`src/rtl/vga_frame_reader.sv`:
```
// vga_frame_reader: issues fixed-length SDRAM burst reads for a display frame
// and forwards the returned beats to vga_interface, one cycle after they arrive.
// Optional macro VGA_RD_PINGPONG_EN: double-buffered frames. On resync the read
// bank flips to the other buffer once the writer has reported a finished frame.
module vga_frame_reader #(
   parameter int unsigned       ADDR_W     = 24,
   parameter int unsigned       BURST_LEN  = 4,
   parameter int unsigned       FRAME_PIX  = 921600,
   parameter logic [ADDR_W-1:0] BANK0_BASE = ADDR_W'(24'h000000),
   parameter logic [ADDR_W-1:0] BANK1_BASE = ADDR_W'(24'h100000)
) (
   input  logic              clk,
   input  logic              rst_n,
   input  logic              frame_sync,
   input  logic              rdy,
   input  logic              wr_frame_done,
   output logic              rd_req,
   output logic [ADDR_W-1:0] rd_addr,
   input  logic              rd_ack,
   input  logic [15:0]       rd_data,
   input  logic              rd_data_vld,
   output logic [15:0]       dout,
   output logic              dout_vld,
   output logic              busy
);

   localparam int unsigned       BEAT_W     = (BURST_LEN > 1) ? $clog2(BURST_LEN) : 1;
   localparam logic [BEAT_W-1:0] BEAT_LAST  = BEAT_W'(BURST_LEN - 1);
   localparam logic [ADDR_W-1:0] BURST_INC  = ADDR_W'(BURST_LEN);
   localparam logic [ADDR_W-1:0] FRAME_SPAN = ADDR_W'(FRAME_PIX);

   typedef enum logic [1:0] {
      ST_IDLE = 2'd0,
      ST_REQ  = 2'd1,
      ST_DATA = 2'd2
   } state_e;

   state_e              state_q, state_d;
   logic [ADDR_W-1:0]   cur_addr_q, cur_addr_d;
   logic [BEAT_W-1:0]   beat_q, beat_d;
   logic                resync_q, resync_d;
   logic                rd_req_q, rd_req_d;
   logic [ADDR_W-1:0]   rd_addr_q, rd_addr_d;
   logic [15:0]         dout_q, dout_d;
   logic                dout_vld_q, dout_vld_d;
   logic                busy_q, busy_d;

   logic [ADDR_W-1:0]   base_c;
   logic [ADDR_W-1:0]   svc_base_c;
   logic [ADDR_W-1:0]   next_addr_c;
   logic                wrap_c;
   logic                service_c;

   // A pending resync is serviced in IDLE, taking that cycle instead of a request
   assign service_c   = (state_q == ST_IDLE) && resync_q;
   assign next_addr_c = cur_addr_q + BURST_INC;
   assign wrap_c      = ((next_addr_c - base_c) == FRAME_SPAN);

`ifdef VGA_RD_PINGPONG_EN
   logic bank_q, bank_d;
   logic wr_ready_q, wr_ready_d;

   // Bank select: flip buffers at resync only after the writer finished a frame
   always_comb begin
      bank_d     = bank_q;
      wr_ready_d = wr_ready_q | wr_frame_done;
      if (service_c && wr_ready_q) begin
         bank_d     = ~bank_q;
         wr_ready_d = wr_frame_done;
      end
   end

   // Bank state registers
   always_ff @(posedge clk) begin
      if (!rst_n) begin
         bank_q     <= 1'b0;
         wr_ready_q <= 1'b0;
      end else begin
         bank_q     <= bank_d;
         wr_ready_q <= wr_ready_d;
      end
   end

   assign base_c     = bank_q ? BANK1_BASE : BANK0_BASE;
   assign svc_base_c = bank_d ? BANK1_BASE : BANK0_BASE;
`else
   logic unused_cfg_c;

   assign base_c       = BANK0_BASE;
   assign svc_base_c   = BANK0_BASE;
   assign unused_cfg_c = ^{wr_frame_done, BANK1_BASE};
`endif

   // Next-state, address, beat and output logic
   always_comb begin
      state_d    = state_q;
      cur_addr_d = cur_addr_q;
      beat_d     = beat_q;
      resync_d   = resync_q | frame_sync;
      rd_addr_d  = rd_addr_q;
      dout_d     = dout_q;
      dout_vld_d = 1'b0;

      unique case (state_q)
         ST_IDLE: begin
            if (resync_q) begin
               cur_addr_d = svc_base_c;
               resync_d   = frame_sync;
            end else if (rdy && !frame_sync) begin
               state_d   = ST_REQ;
               rd_addr_d = cur_addr_q;
            end
         end
         ST_REQ: begin
            if (rd_ack) begin
               state_d = ST_DATA;
               beat_d  = '0;
            end
         end
         ST_DATA: begin
            if (rd_data_vld) begin
               dout_d     = rd_data;
               dout_vld_d = 1'b1;
               beat_d     = beat_q + BEAT_W'(1);
               if (beat_q == BEAT_LAST) begin
                  beat_d  = '0;
                  state_d = ST_IDLE;
                  // A coincident frame_sync discards the increment; resync follows
                  if (!frame_sync) begin
                     cur_addr_d = wrap_c ? base_c : next_addr_c;
                  end
               end
            end
         end
         default: begin
            state_d = ST_IDLE;
         end
      endcase

      rd_req_d = (state_d == ST_REQ);
      busy_d   = (state_d != ST_IDLE);
   end

   // State and output registers
   always_ff @(posedge clk) begin
      if (!rst_n) begin
         state_q    <= ST_IDLE;
         cur_addr_q <= BANK0_BASE;
         beat_q     <= '0;
         resync_q   <= 1'b0;
         rd_req_q   <= 1'b0;
         rd_addr_q  <= BANK0_BASE;
         dout_q     <= '0;
         dout_vld_q <= 1'b0;
         busy_q     <= 1'b0;
      end else begin
         state_q    <= state_d;
         cur_addr_q <= cur_addr_d;
         beat_q     <= beat_d;
         resync_q   <= resync_d;
         rd_req_q   <= rd_req_d;
         rd_addr_q  <= rd_addr_d;
         dout_q     <= dout_d;
         dout_vld_q <= dout_vld_d;
         busy_q     <= busy_d;
      end
   end

   assign rd_req   = rd_req_q;
   assign rd_addr  = rd_addr_q;
   assign dout     = dout_q;
   assign dout_vld = dout_vld_q;
   assign busy     = busy_q;

endmodule

```
`config.mk`:
```
export PLATFORM = sky130hd
export DESIGN_NAME = vga_frame_reader
export DESIGN_NICKNAME = d
export VERILOG_FILES = /design/src/rtl/vga_frame_reader.sv
export SDC_FILE = /design/constraint.sdc
export NUM_CORES = 1
export LEC_CHECK = 0
export CAP_MARGIN = 30
export CELL_PAD_IN_SITES_DETAIL_PLACEMENT = 0
export CELL_PAD_IN_SITES_GLOBAL_PLACEMENT = 1
export CORE_MARGIN = 5
export CORE_UTILIZATION = 34
export CTS_CLUSTER_DIAMETER = 100
export CTS_CLUSTER_SIZE = 14
export DETAILED_ROUTE_END_ITERATION = 6
export GPL_TIMING_DRIVEN = 0
export PLACE_DENSITY_LB_ADDON = 0.08
export SETUP_SLACK_MARGIN = 0.5
export SYNTH_ARGS = -nofsm -noshare
export SYNTH_HDL_FRONTEND = slang
export SYNTH_SLANG_ARGS = --single-unit
```
`constraint.sdc`:
```
create_clock -name clk -period 2.35 [get_ports clk]
set_input_delay 0.47 -clock clk [delete_from_list [all_inputs] [get_ports clk]]
set_output_delay 0.47 -clock clk [all_outputs]
set_load 0.01 [all_outputs]
```
==> results of run 1 <==
power by group:
group	total, µW	leakage (µW)	internal (µW)	switching (µW)
logic	168	0.00104	82.6	85.0
registers	1160	0.000556	1160	6.12
clock network	937	0.0000939	470	466
through the flow:
stage / hold slack [ns] / power (µW) / setup WS [ns] / TNS (ns) / util, %
after floorplan: 0.456 / 1260 / 0.303 / 0 / -
after global placement: 0.441 / 1340 / -0.410 / -3.75 / 42.9
after detailed placement: 0.448 / 1340 / -0.347 / -3.10 / 42.9
after CTS: 0.459 / 2290 / 0.136 / 0 / 46.4
after global routing: 0.469 / 2370 / 0.0645 / 0 / 48.7
final: 0.442 / 2270 / 0.165 / 0 / 48.7
routing by layer:
layer  share of wire (%)  wire (µm)
met1                  46       4290
met2                  46       4350
met3                 6.3        585
met4                 1.3        124
met5                   0          0
timing repair:
action	4_1_cts	5_1_grt
pin swaps	7	11
endpoints found under the setup margin	33	52
hold buffers	0	0
buffers inserted	9	17
resized for setup	24	42
registers in the layout, indices dropped and copies added (netlist names):
register	count
cur_addr_q	22
rd_addr	22
dout	16
beat_q	2
state_q	2
busy	1
dout_vld	1
rd_req	1
resync_q	1
layout by cell type, fill, tap and decap left out, types with 5 or more instances in the layout:
cell type / netlist / routed
nand4_1: 10 / 10
nand3_1: 13 / 12
o21ai_1: 3 / 8
dfxtp_1: 68 / 55
o21ai_0: 21 / 16
nand2_1: 108 / 106
dfxtp_2: 0 / 11
a21oi_1: 10 / 9
buf_4: 7 / 29
nor2_1: 9 / 8
and3_1: 9 / 8
buf_6: 1 / 7
clkbuf_4: 0 / 5
and2_1: 13 / 13
nor2b_1: 8 / 8
clkbuf_2: 1 / 6
nor3_1: 6 / 6
clkbuf_1: 16 / 9
a21boi_0: 40 / 39
clkbuf_8: 0 / 10
clkdlybuf4s50_1: 0 / 60
layout make-up:
| cell class | count | area, µm² |
|---|---|---|
| fillers | 980 | 4950 |
| clock buffers | 12 | 166 |
| plain buffers | 31 | 208 |
| flip-flops and latches | 68 | 1380 |
| clock inverters | 3 | 18.8 |
| inverters | 3 | 11.3 |
| multi-input cells | 310 | 1920 |
| repair buffers | 88 | 821 |
| well taps | 133 | 166 |
logic make-up (layout without fill, tap and decap cells):
| group | after synthesis | after routing | share of synthesized area, % |
|---|---|---|---|
| DFF | 68 | 68 | 41.1 |
| buffers and inverters | 34 | 137 | 5.10 |
| adders and majority gates | 2 | 2 | 0.755 |
| xor gates and xnor gates | 2 | 2 | 0.529 |
| other | 1 | 2 | 0.113 |
| and+or+nand+nor | 199 | 199 | 30.3 |
| muxes | 1 | 1 | 0.453 |
| AOI/OAI and AO/OA | 104 | 104 | 21.6 |
worst min-delay path by stage:
stage                          start        end  depth (start not counted)
after floorplan            beat_q[1]  beat_q[1]                          2
after global placement      dout[11]   dout[11]                          2
after detailed placement    dout[10]   dout[10]                          2
after CTS                   dout[10]   dout[10]                          2
after global routing      frame_sync   resync_q                          2
final                     frame_sync   resync_q                          2
cell usage after synthesis (2+ instances only):
library cell / n / area share, %
buf_2: 5 / 0.76
nor2_1: 9 / 1.0
o21a_1: 4 / 0.91
or4_4: 2 / 0.68
nor4_1: 2 / 0.38
inv_1: 3 / 0.34
nand2b_1: 2 / 0.38
o211ai_1: 3 / 0.68
a21oi_1: 10 / 1.5
a31o_2: 2 / 0.53
nor4_2: 2 / 0.76
o21ai_1: 3 / 0.45
clkbuf_1: 16 / 1.8
a22oi_1: 2 / 0.45
a21boi_0: 40 / 9.1
nand4b_1: 2 / 0.53
nand3_1: 13 / 2.0
a31oi_1: 4 / 0.76
nand4_1: 10 / 1.9
nor2b_1: 8 / 1.5
xor2_1: 2 / 0.53
a21boi_1: 4 / 0.91
and4_1: 2 / 0.53
nand3_2: 2 / 0.60
o21ai_0: 21 / 3.2
buf_4: 7 / 1.6
nor3_1: 6 / 0.91
ha_1: 2 / 0.76
and3_1: 9 / 1.7
dfxtp_1: 68 / 41
nand2_1: 108 / 12
and2_1: 13 / 2.5
==> results by group, run 1 <==
Status
  – Status: complete, no violations

Clocking
  – H-tree levels: 3
  – CTS buffer count: 9
  – Clock latency on the worst-skew pair: 0.35 ns
  – Clock transition at path regs: around 0.080 ns
  – Clock Tree Root: clkbuf_8
  – TritonCTS Sinks: 68
  – CTS tree: done
  – Clock buffer depth: 2

Flow run
  – Max capacitance violation total: 0

Worst setup path
  – Critical path data required time: about 2.6 ns
  – Critical Path End Type: flop
  – CP Depth: 10
  – CP bufs+invs: 3
  – Crit path cell chain: buf_6, buf_4, nand2_1, nor4_4, or4b_2, a22oi_2, nand4_4, buf_4, o221ai_2, nand2_1
  – Worst R2R Setup Slack: between 0.15 and 0.2 ns
  – Critical path class: flop to flop
  – CP peak stage delay: between 0.6 and 0.7 ns
  – Critical path's top delay family: simple AND/OR/NAND/NOR gates
  – Worst Path Arrival: around 2.4 ns
  – Startpoint types: flop
  – CP startpoint: cur_addr_q[10]
  – Reg2reg end: cur_addr_q[19]
  – FF-to-FF path depth: 10
  – CP max FO: 6
  – Critical path capture point: cur_addr_q[19]
  – R2R Path Start: cur_addr_q[10]
  – Slowest CP cell: or4b_2

Timing
  – Layout Skew: between 0.01 and 0.015 ns
  – Pins Over Slew Limit: 0
  – Period utilisation layout: between 90% and 100%
  – Min Tclk post-route: between 2 and 2.5 ns
  – RSZ-0062 raised after global routing: yes
  – Slew of the pin with the lowest slew margin: between 0.5 and 0.6 ns
  – Endpoints failing setup: 0
  – Highest Clock Rate: about 0.46 GHz
  – Final hold vios: 0
  – Slew HR: between 60 and 70%

Finish
  – NumNets Final: ~540
  – Post-route design area: between 4000 and 5000 µm²
  – Share of cells above drive strength 1: between 20% and 30%
  – Synth-to-Final Area Change: 41.7%
  – Final Non-Filler Cells: ~650
  – ANT cells: 0

Global routing
  – Met2 usage: around a quarter
  – Residual overflow from global routing: 0
  – First-pass GRT wire length: 14900 µm
  – Largest net degree at the start of global routing: 12
  – Vias in the first global route: about 2.9k
  – Initial antenna violation count: 0
  – GRT Total Usage: 16.1%
  – Grt met3 use: under 10%
  – Met1 GRT Util: 20.8%
  – Gr busiest metal: met2

Synthesis
  – Primary FF master, synth: dfxtp_1
  – Synth Register Bits: between 60 and 70
  – Mapped Cells: 411
  – EDFF count, synth: 0
  – Distinct cells, synth: 57
  – Post-Syn Area: ~3300 µm²
  – Post-synth ARST share: 0%
  – Sequential area share after synthesis: approximately two fifths
  – Ys Warns: 0
  – Avg Cell Area, Syn: 8.06 µm²

Placement
  – Gpl congestion: ~0.84
  – Post-DP HPWL: between 6000 and 7000 µm
  – IO buf count: 62
  – Inst Count DP: 607
  – Placed instance area: about 4100 µm²

Route
  – Routed len/inst: 14.4 µm
  – Routed vias/inst: ~4.9
  – DRC: 0
  – Detailed-route wire length: approximately 9400 µm
  – DRT iter0 DRCs: just over 100
  – ANT nets after route: 0
  – Vias: roughly 3.2k
  – Drt pass-1 iters: 4

Power and ir drop
  – Worst VDD drop: between 0.0002 and 0.00025 V
  – Leakage: between 0.0015 and 0.002 µW
  – PD cells: 483 nW/µm²

Floorplan
  – Die Ht: 109 µm
  – Core area: just under 10000 µm²
  – DIE WIDTH: between 100 and 150 µm
  – Initial Util: between 30% and 40%
  – Die area: 11800 µm²
  – Cell row count: 36
  – Ports: 66

Hold path
  – Type of the worst min-delay path: input port to flop
Power figures use the tool's default switching activity.
==> run 2: changes to the inputs <==
CORE_UTILIZATION = 30   (was 34)
==> run 2 against run 1 <==
Against the previous run: core utilization fell by 5.0 points; count of clock-buffer cells in the layout rose by 1; worst setup slack improved by 0.024 ns; maximum frequency rose by 1.1%; first-iteration DRC count rose by 5.0%; critical path depth fell by 2; critical path type unchanged; largest cell class unchanged; highest routed layer unchanged.
==> results by group, run 2 (same netlist as run 1, synthesis figures left out) <==
Status
  – Status: complete, no violations (unchanged)

Floorplan
  – DIE WIDTH: 115 µm (was 109 µm)
  – Die area: 13200 µm² (was 11800 µm²)
  – Ports: 66 (unchanged)
  – Die Ht: 115 µm (was 109 µm)
  – Initial Util: 30.6% (was 34.4%)
  – Core area: 10800 µm² (was 9640 µm²)
  – Cell row count: 38 (was 36)

Placement
  – Gpl congestion: 0.797 (was 0.841)
  – Post-DP HPWL: 6740 µm (was 6410 µm)
  – IO buf count: 62 (unchanged)
  – Pre-CTS WS: -0.407 ns (was -0.347 ns)
  – Placed instance area: 4140 µm² (was 4130 µm²)

Finish
  – ANT cells: 0 (unchanged)
  – Multi-input logic area: 1920 µm² (about the same)
  – Commonest non-fill, non-tap cell in the layout: nand2_1 (unchanged)
  – Filler cell count: 1154 (was 980)
  – Register area: 1390 µm² (was 1380 µm²)
  – Synth-to-Final Area Change: 43.1% (was 41.7%)
  – Share of cells above drive strength 1: 21.1% (was 20.8%)
  – NumNets Final: 537 (was 536)
  – Commonest non-fill, non-tap cells in the layout: nand2_1, clkdlybuf4s50_1, dfxtp_1, a21boi_0, buf_4 (unchanged)
  – Post-route design area: 4740 µm² (was 4690 µm²)

Power and ir drop
  – Leakage: 0.00169 µW (was 0.00168 µW)
  – Reg power frac: 51.0% (was 51.3%)
  – Combinational Power Share: 7.3% (was 7.4%)
  – Net Sw Power: 530 µW (was 558 µW)
  – Worst VDD drop: 0.000318 V (was 0.000233 V)
  – Sw Share: 23.2% (was 24.6%)
  – Pint: 1750 µW (was 1710 µW)
  – PD cells: 481 nW/µm² (was 483 nW/µm²)
  – Clock share of power: 41.7% (was 41.3%)

Timing
  – Layout Skew: 0.0130 ns (was 0.0112 ns)
  – Highest Clock Rate: 0.463 GHz (was 0.458 GHz)
  – Setup slack after layout: 0.189 ns (was 0.165 ns)
  – Period utilisation layout: 92.0% (was 93.0%)
  – RSZ-0062 raised after global routing: yes (unchanged)
  – Final hold vios: 0 (unchanged)
  – Pins Over Slew Limit: 0 (unchanged)
  – Endpoints failing setup: 0 (unchanged)
  – Min Tclk post-route: 2.16 ns (was 2.19 ns)

Hold path
  – Hold Path Origin: frame_sync (unchanged)
  – Hold Path End: resync_q (unchanged)
  – Type of the worst min-delay path: input port to flop (unchanged)
  – Worst Hold Path Cells: 2 (unchanged)

Route
  – ANT nets after route: 0 (unchanged)
  – Routed vias/inst: 4.94 (was 4.92)
  – DRT iter0 DRCs: 106 (was 101)
  – Vias: 3241 (was 3185)
  – Detailed-route wire length: 9520 µm (was 9350 µm)
  – Routed len/inst: 14.5 µm (was 14.4 µm)
  – DRC: 0 (unchanged)
  – Drt pass-1 iters: 4 (unchanged)

Worst setup path
  – Critical Path End Type: flop (unchanged)
  – Worst Path Arrival: 2.40 ns (was 2.43 ns)
  – Startpoint types: flop (unchanged)
  – Critical path data required time: 2.59 ns (about the same)
  – Worst R2R Setup Slack: 0.19 ns (was 0.16 ns)
  – CP peak stage delay: 0.53 ns (was 0.62 ns)
  – Critical path class: flop to flop (unchanged)
  – FF-to-FF path depth: 8 (was 10)
  – CP max FO: 10 (was 6)
  – Crit path cell chain: buf_6, and4_4, nand3_4, or4_4, a21oi_4, nand4_4, o21ai_4, o21ai_1 (was buf_6, buf_4, nand2_1, nor4_4, or4b_2, a22oi_2, nand4_4, buf_4, o221ai_2, nand2_1)
  – R2R Path Start: cur_addr_q[12] (was cur_addr_q[10])
  – Reg2reg end: cur_addr_q[2] (was cur_addr_q[19])
  – Slowest CP cell: or4_4 (was or4b_2)

Clocking
  – CTS tree: done (unchanged)
  – Clock buffer depth: 2 (unchanged)
  – H-tree levels: 3 (unchanged)
  – Clock Tree Root: clkbuf_8 (unchanged)
  – Clock latency on the worst-skew pair: 0.35 ns (about the same)
  – CTS buffer count: 9 (unchanged)
  – TritonCTS Sinks: 68 (unchanged)
  – Clock transition at path regs: 0.08 ns (about the same)
  – Cts hold-fix bufs: 0 (unchanged)

Global routing
  – Largest net degree at the start of global routing: 11 (was 12)
  – Initial antenna violation count: 0 (unchanged)
  – GRT Total Usage: 14.9% (was 16.1%)
  – Vias in the first global route: 3125 (was 2929)
  – Residual overflow from global routing: 0 (unchanged)
  – First-pass GRT wire length: 15700 µm (was 14900 µm)

Flow run
  – Max capacitance violation total: 0 (unchanged)
-- run 2: cell count changes in the layout (fill, tap and decap cells not counted), sizes merged --
cell / before / now
clkinvlp: 1 / 0
bufinv: 0 / 1
inv: 4 / 3
buf: 38 / 40
-- run 2: final cells by class --
cell class,instances,share of cell area (%)
clock buffer,13,3.14
clock inverter,2,0.739
tap,140,3.70
multi-input combinational,310,40.6
buffer,31,4.62
timing repair buffer,89,17.7
inverter,3,0.238
sequential,68,29.2
-- run 2: per-layer routing --
layer	vias to the layer above	track usage, %	part of all wire (%)
met4	0	5.01	2.0
met2	83	25.0	47
met3	13	5.11	7.4
met1	1515	17.9	43
met5	-	0	0
li1	1630	-	-
-- run 2: worst max-delay path by stage --
stage,start,endpoint,slack (ns),cells after the start
global route,cur_addr_q[3],cur_addr_q[12],0.07,8
floorplan,cur_addr_q[10],cur_addr_q[12],0.30,8
detailed placement,rd_data_vld,cur_addr_q[18],-0.41,6
CTS,cur_addr_q[2],cur_addr_q[12],0.17,8
global placement,rd_data_vld,cur_addr_q[18],-0.45,6
finish,cur_addr_q[12],cur_addr_q[2],0.19,8
-- run 2: what timing repair did --
action / 4_1_cts / 5_1_grt
pin swaps: 7 / 10
setup buffers: 8 / 19
resized for setup: 31 / 43
endpoints found under the hold margin: 0 / 0
endpoints found under the setup margin: 33 / 50
-- run 2: power by group through the flow --
stage	Combinational, µW	Sequential [µW]	Clock (µW)
CTS	161	1160	989
global placement	155	1190	0
finish	167	1160	952
floorplan	69.5	1190	0
global route	183	1160	1040
detailed placement	155	1190	0
-- run 2: critical path: cells and delay by family, from the launching register on --
kind | cells | cell delay, ns
flops | 1 | 0.34
simple gates | 4 | 1.03
compound gates | 3 | 0.54
buf+inv | 1 | 0.13
-- run 2: metrics by stage --
| step | total power [µW] | hold WS (ns) | std cells | setup TNS, ns | utilization [%] |
|---|---|---|---|---|---|
| 2_1_floorplan | 1260 | 0.456 | 412 | 0 | - |
| 5_1_grt | 2380 | 0.425 | 656 | 0 | 43.7 |
| 6_report | 2280 | 0.421 | 656 | 0 | 43.7 |
| 4_1_cts | 2310 | 0.458 | 637 | 0 | 41.5 |
| 3_5_place_dp | 1350 | 0.448 | 614 | -3.68 | 38.2 |
| 3_3_place_gp | 1350 | 0.440 | 614 | -4.43 | 38.2 |
==> run 3: changes to the inputs <==
CORE_MARGIN = not set   (was 5)
GPL_ROUTABILITY_DRIVEN = 0   (was not set)
==> run 3 against run 2 <==
Against the previous run: total power grew 2.7%; via count shrank 2.0%; hold slack lost 0.0039 ns; clock skew shrank 0.0016 ns; non-clock buffer count grew 3; wire length shrank 0.84%; sequential share of layout area shrank 0.14 points; first-iteration DRC count shrank 8.5%; global-route usage grew 2.1 points; critical path type unchanged; highest routed layer unchanged.
==> results by group, run 3 (same netlist as run 1, synthesis figures left out) <==
Status
  – Status: complete, no violations (unchanged)

Route
  – Detailed-route wire length: 9440 µm (was 9520 µm)
  – DRT iter0 DRCs: 97 (was 106)
  – Drt pass-1 iters: 4 (unchanged)
  – DRC: 0 (unchanged)
  – Routed vias/inst: 4.84 (was 4.94)
  – Routed len/inst: 14.4 µm (was 14.5 µm)
  – Vias: 3177 (was 3241)
  – ANT nets after route: 0 (unchanged)

Clocking
  – Clock Tree Root: clkbuf_8 (unchanged)
  – Clock transition at path regs: 0.08 ns (about the same)
  – Clock buffer depth: 2 (unchanged)
  – TritonCTS Sinks: 68 (unchanged)
  – CTS tree: done (unchanged)
  – Cts hold-fix bufs: 0 (unchanged)
  – Clock latency on the worst-skew pair: 0.35 ns (about the same)
  – CTS buffer count: 9 (unchanged)
  – H-tree levels: 3 (unchanged)

Worst setup path
  – Critical path data required time: 2.58 ns (was 2.59 ns)
  – Critical path class: flop to flop (unchanged)
  – Startpoint types: flop (unchanged)
  – CP bufs+invs: 0 (was 1)
  – Critical Path End Type: flop (unchanged)
  – Worst Path Arrival: 2.36 ns (was 2.40 ns)
  – CP max FO: 5 (was 10)
  – Slowest CP cell: or4_4 (unchanged)
  – Crit path cell chain: ha_4, nand3_4, or4_4, mux2_4, a21oi_4, nand4_4, o21ai_4, o211ai_2 (was buf_6, and4_4, nand3_4, or4_4, a21oi_4, nand4_4, o21ai_4, o21ai_1)
  – Critical path's top delay family: simple AND/OR/NAND/NOR gates (unchanged)
  – CP peak stage delay: 0.45 ns (was 0.53 ns)

Timing
  – Min Tclk post-route: 2.13 ns (was 2.16 ns)
  – RSZ-0062 raised after global routing: yes (unchanged)
  – Pins Over Slew Limit: 0 (unchanged)
  – Slew HR: 65.3%
  – Layout Skew: 0.0115 ns (was 0.0130 ns)
  – Period utilisation layout: 90.6% (was 92.0%)
  – Highest Clock Rate: 0.469 GHz (was 0.463 GHz)
  – Final hold vios: 0 (unchanged)
  – Final TNS setup: 0 ns (unchanged)
  – Endpoints failing setup: 0 (unchanged)
  – Slew of the pin with the lowest slew margin: ~0.52 ns

Floorplan
  – Die area: 11500 µm² (was 13200 µm²)
  – Initial Util: 31.5% (was 30.6%)
  – Core area: 10500 µm² (was 10800 µm²)
  – Cell row count: 37 (was 38)
  – DIE WIDTH: 107 µm (was 115 µm)
  – Die Ht: 107 µm (was 115 µm)
  – Ports: 66 (unchanged)

Global routing
  – Vias in the first global route: 3076 (was 3125)
  – Residual overflow from global routing: 0 (unchanged)
  – Initial antenna violation count: 0 (unchanged)
  – First-pass GRT wire length: 15300 µm (was 15700 µm)
  – Largest net degree at the start of global routing: 12 (was 11)
  – GRT Total Usage: 17.0% (was 14.9%)

Finish
  – Share of cells above drive strength 1: 22.5% (was 21.1%)
  – Synth-to-Final Area Change: 43.6% (was 43.1%)
  – NumNets Final: 541 (was 537)
  – Fin util: 45.3% (was 43.7%)
  – Commonest non-fill, non-tap cell in the layout: nand2_1 (unchanged)
  – ANT cells: 0 (unchanged)
  – Final Non-Filler Cells: 657 (was 656)
  – Commonest non-fill, non-tap cells in the layout: nand2_1, clkdlybuf4s50_1, dfxtp_1, a21boi_0, buf_4 (unchanged)

Placement
  – IO buf count: 62 (unchanged)
  – Post-DP HPWL: 6400 µm (was 6740 µm)
  – Inst Count DP: 610 (was 614)

Power and ir drop
  – PD cells: 492 nW/µm² (was 481 nW/µm²)
  – Total power: 2340 µW (was 2280 µW)
  – Worst VDD drop: 0.000286 V (was 0.000318 V)
  – Leakage: 0.00171 µW (was 0.00169 µW)

Hold path
  – Type of the worst min-delay path: input port to flop (unchanged)

Flow run
  – Max capacitance violation total: 0 (unchanged)
## run 3: final timing paths
kind / slack [ns] / cells after the start / endpoint / from
min: 0.42 / 2 / resync_q / frame_sync
min reg2reg: 0.46 / 2 / dout[10] / dout[10]
max reg2reg: 0.22 / 8 / cur_addr_q[12] / cur_addr_q[2]
max: 0.22 / 8 / cur_addr_q[12] / cur_addr_q[2]
## run 3: cell type report
class / instances / area (µm²)
tap: 136 / 170
timing repair buffer: 92 / 851
buffer: 31 / 210
fill: 1071 / 5750
sequential: 68 / 1380
clock buffer: 12 / 155
clock inverter: 4 / 47.5
multi-input combinational: 311 / 1930
inverter: 3 / 11.3
## run 3: timing repair
item                       4_1_cts  5_1_grt
gates cloned                     0        1
setup endpoints to repair       33       45
pin swaps                        9        6
gates resized for setup         37       28
setup buffers                   17       13
## run 3: power by group
part | total [µW] | switching (µW) | internal, µW | leakage (µW)
Sequential | 1160 | 6.23 | 1160 | 0.000556
Clock | 1010 | 468 | 546 | 0.000102
Combinational | 165 | 84.7 | 79.8 | 0.00105
## run 3: metal layers
| metal | global-route usage, % | vias to the layer above | wire (µm) |
|---|---|---|---|
| li1 | - | 1635 | - |
| met1 | 22.2 | 1461 | 4480 |
| met2 | 27.0 | 77 | 4420 |
| met3 | 4.32 | 4 | 476 |
| met4 | 6.26 | 0 | 69 |
| met5 | 0 | - | 0 |
## run 3: worst register-to-register path, stage by stage (launching register included)
cell and delay (ns):
dfxtp_4 0.39, ha_4 0.17, nand3_4 0.11, or4_4 0.45
mux2_4 0.33, a21oi_4 0.13, nand4_4 0.12, o21ai_4 0.23
o211ai_2 0.09
## run 3: per-stage QoR
stage               hold slack [ns]  worst slack [ns]  cell area, µm²
global route                  0.432             0.120            4760
floorplan                     0.456             0.303            3350
finish                        0.417             0.220            4760
CTS                           0.465             0.221            4610
detailed placement            0.450            -0.395            4140
global placement              0.442            -0.406            4140
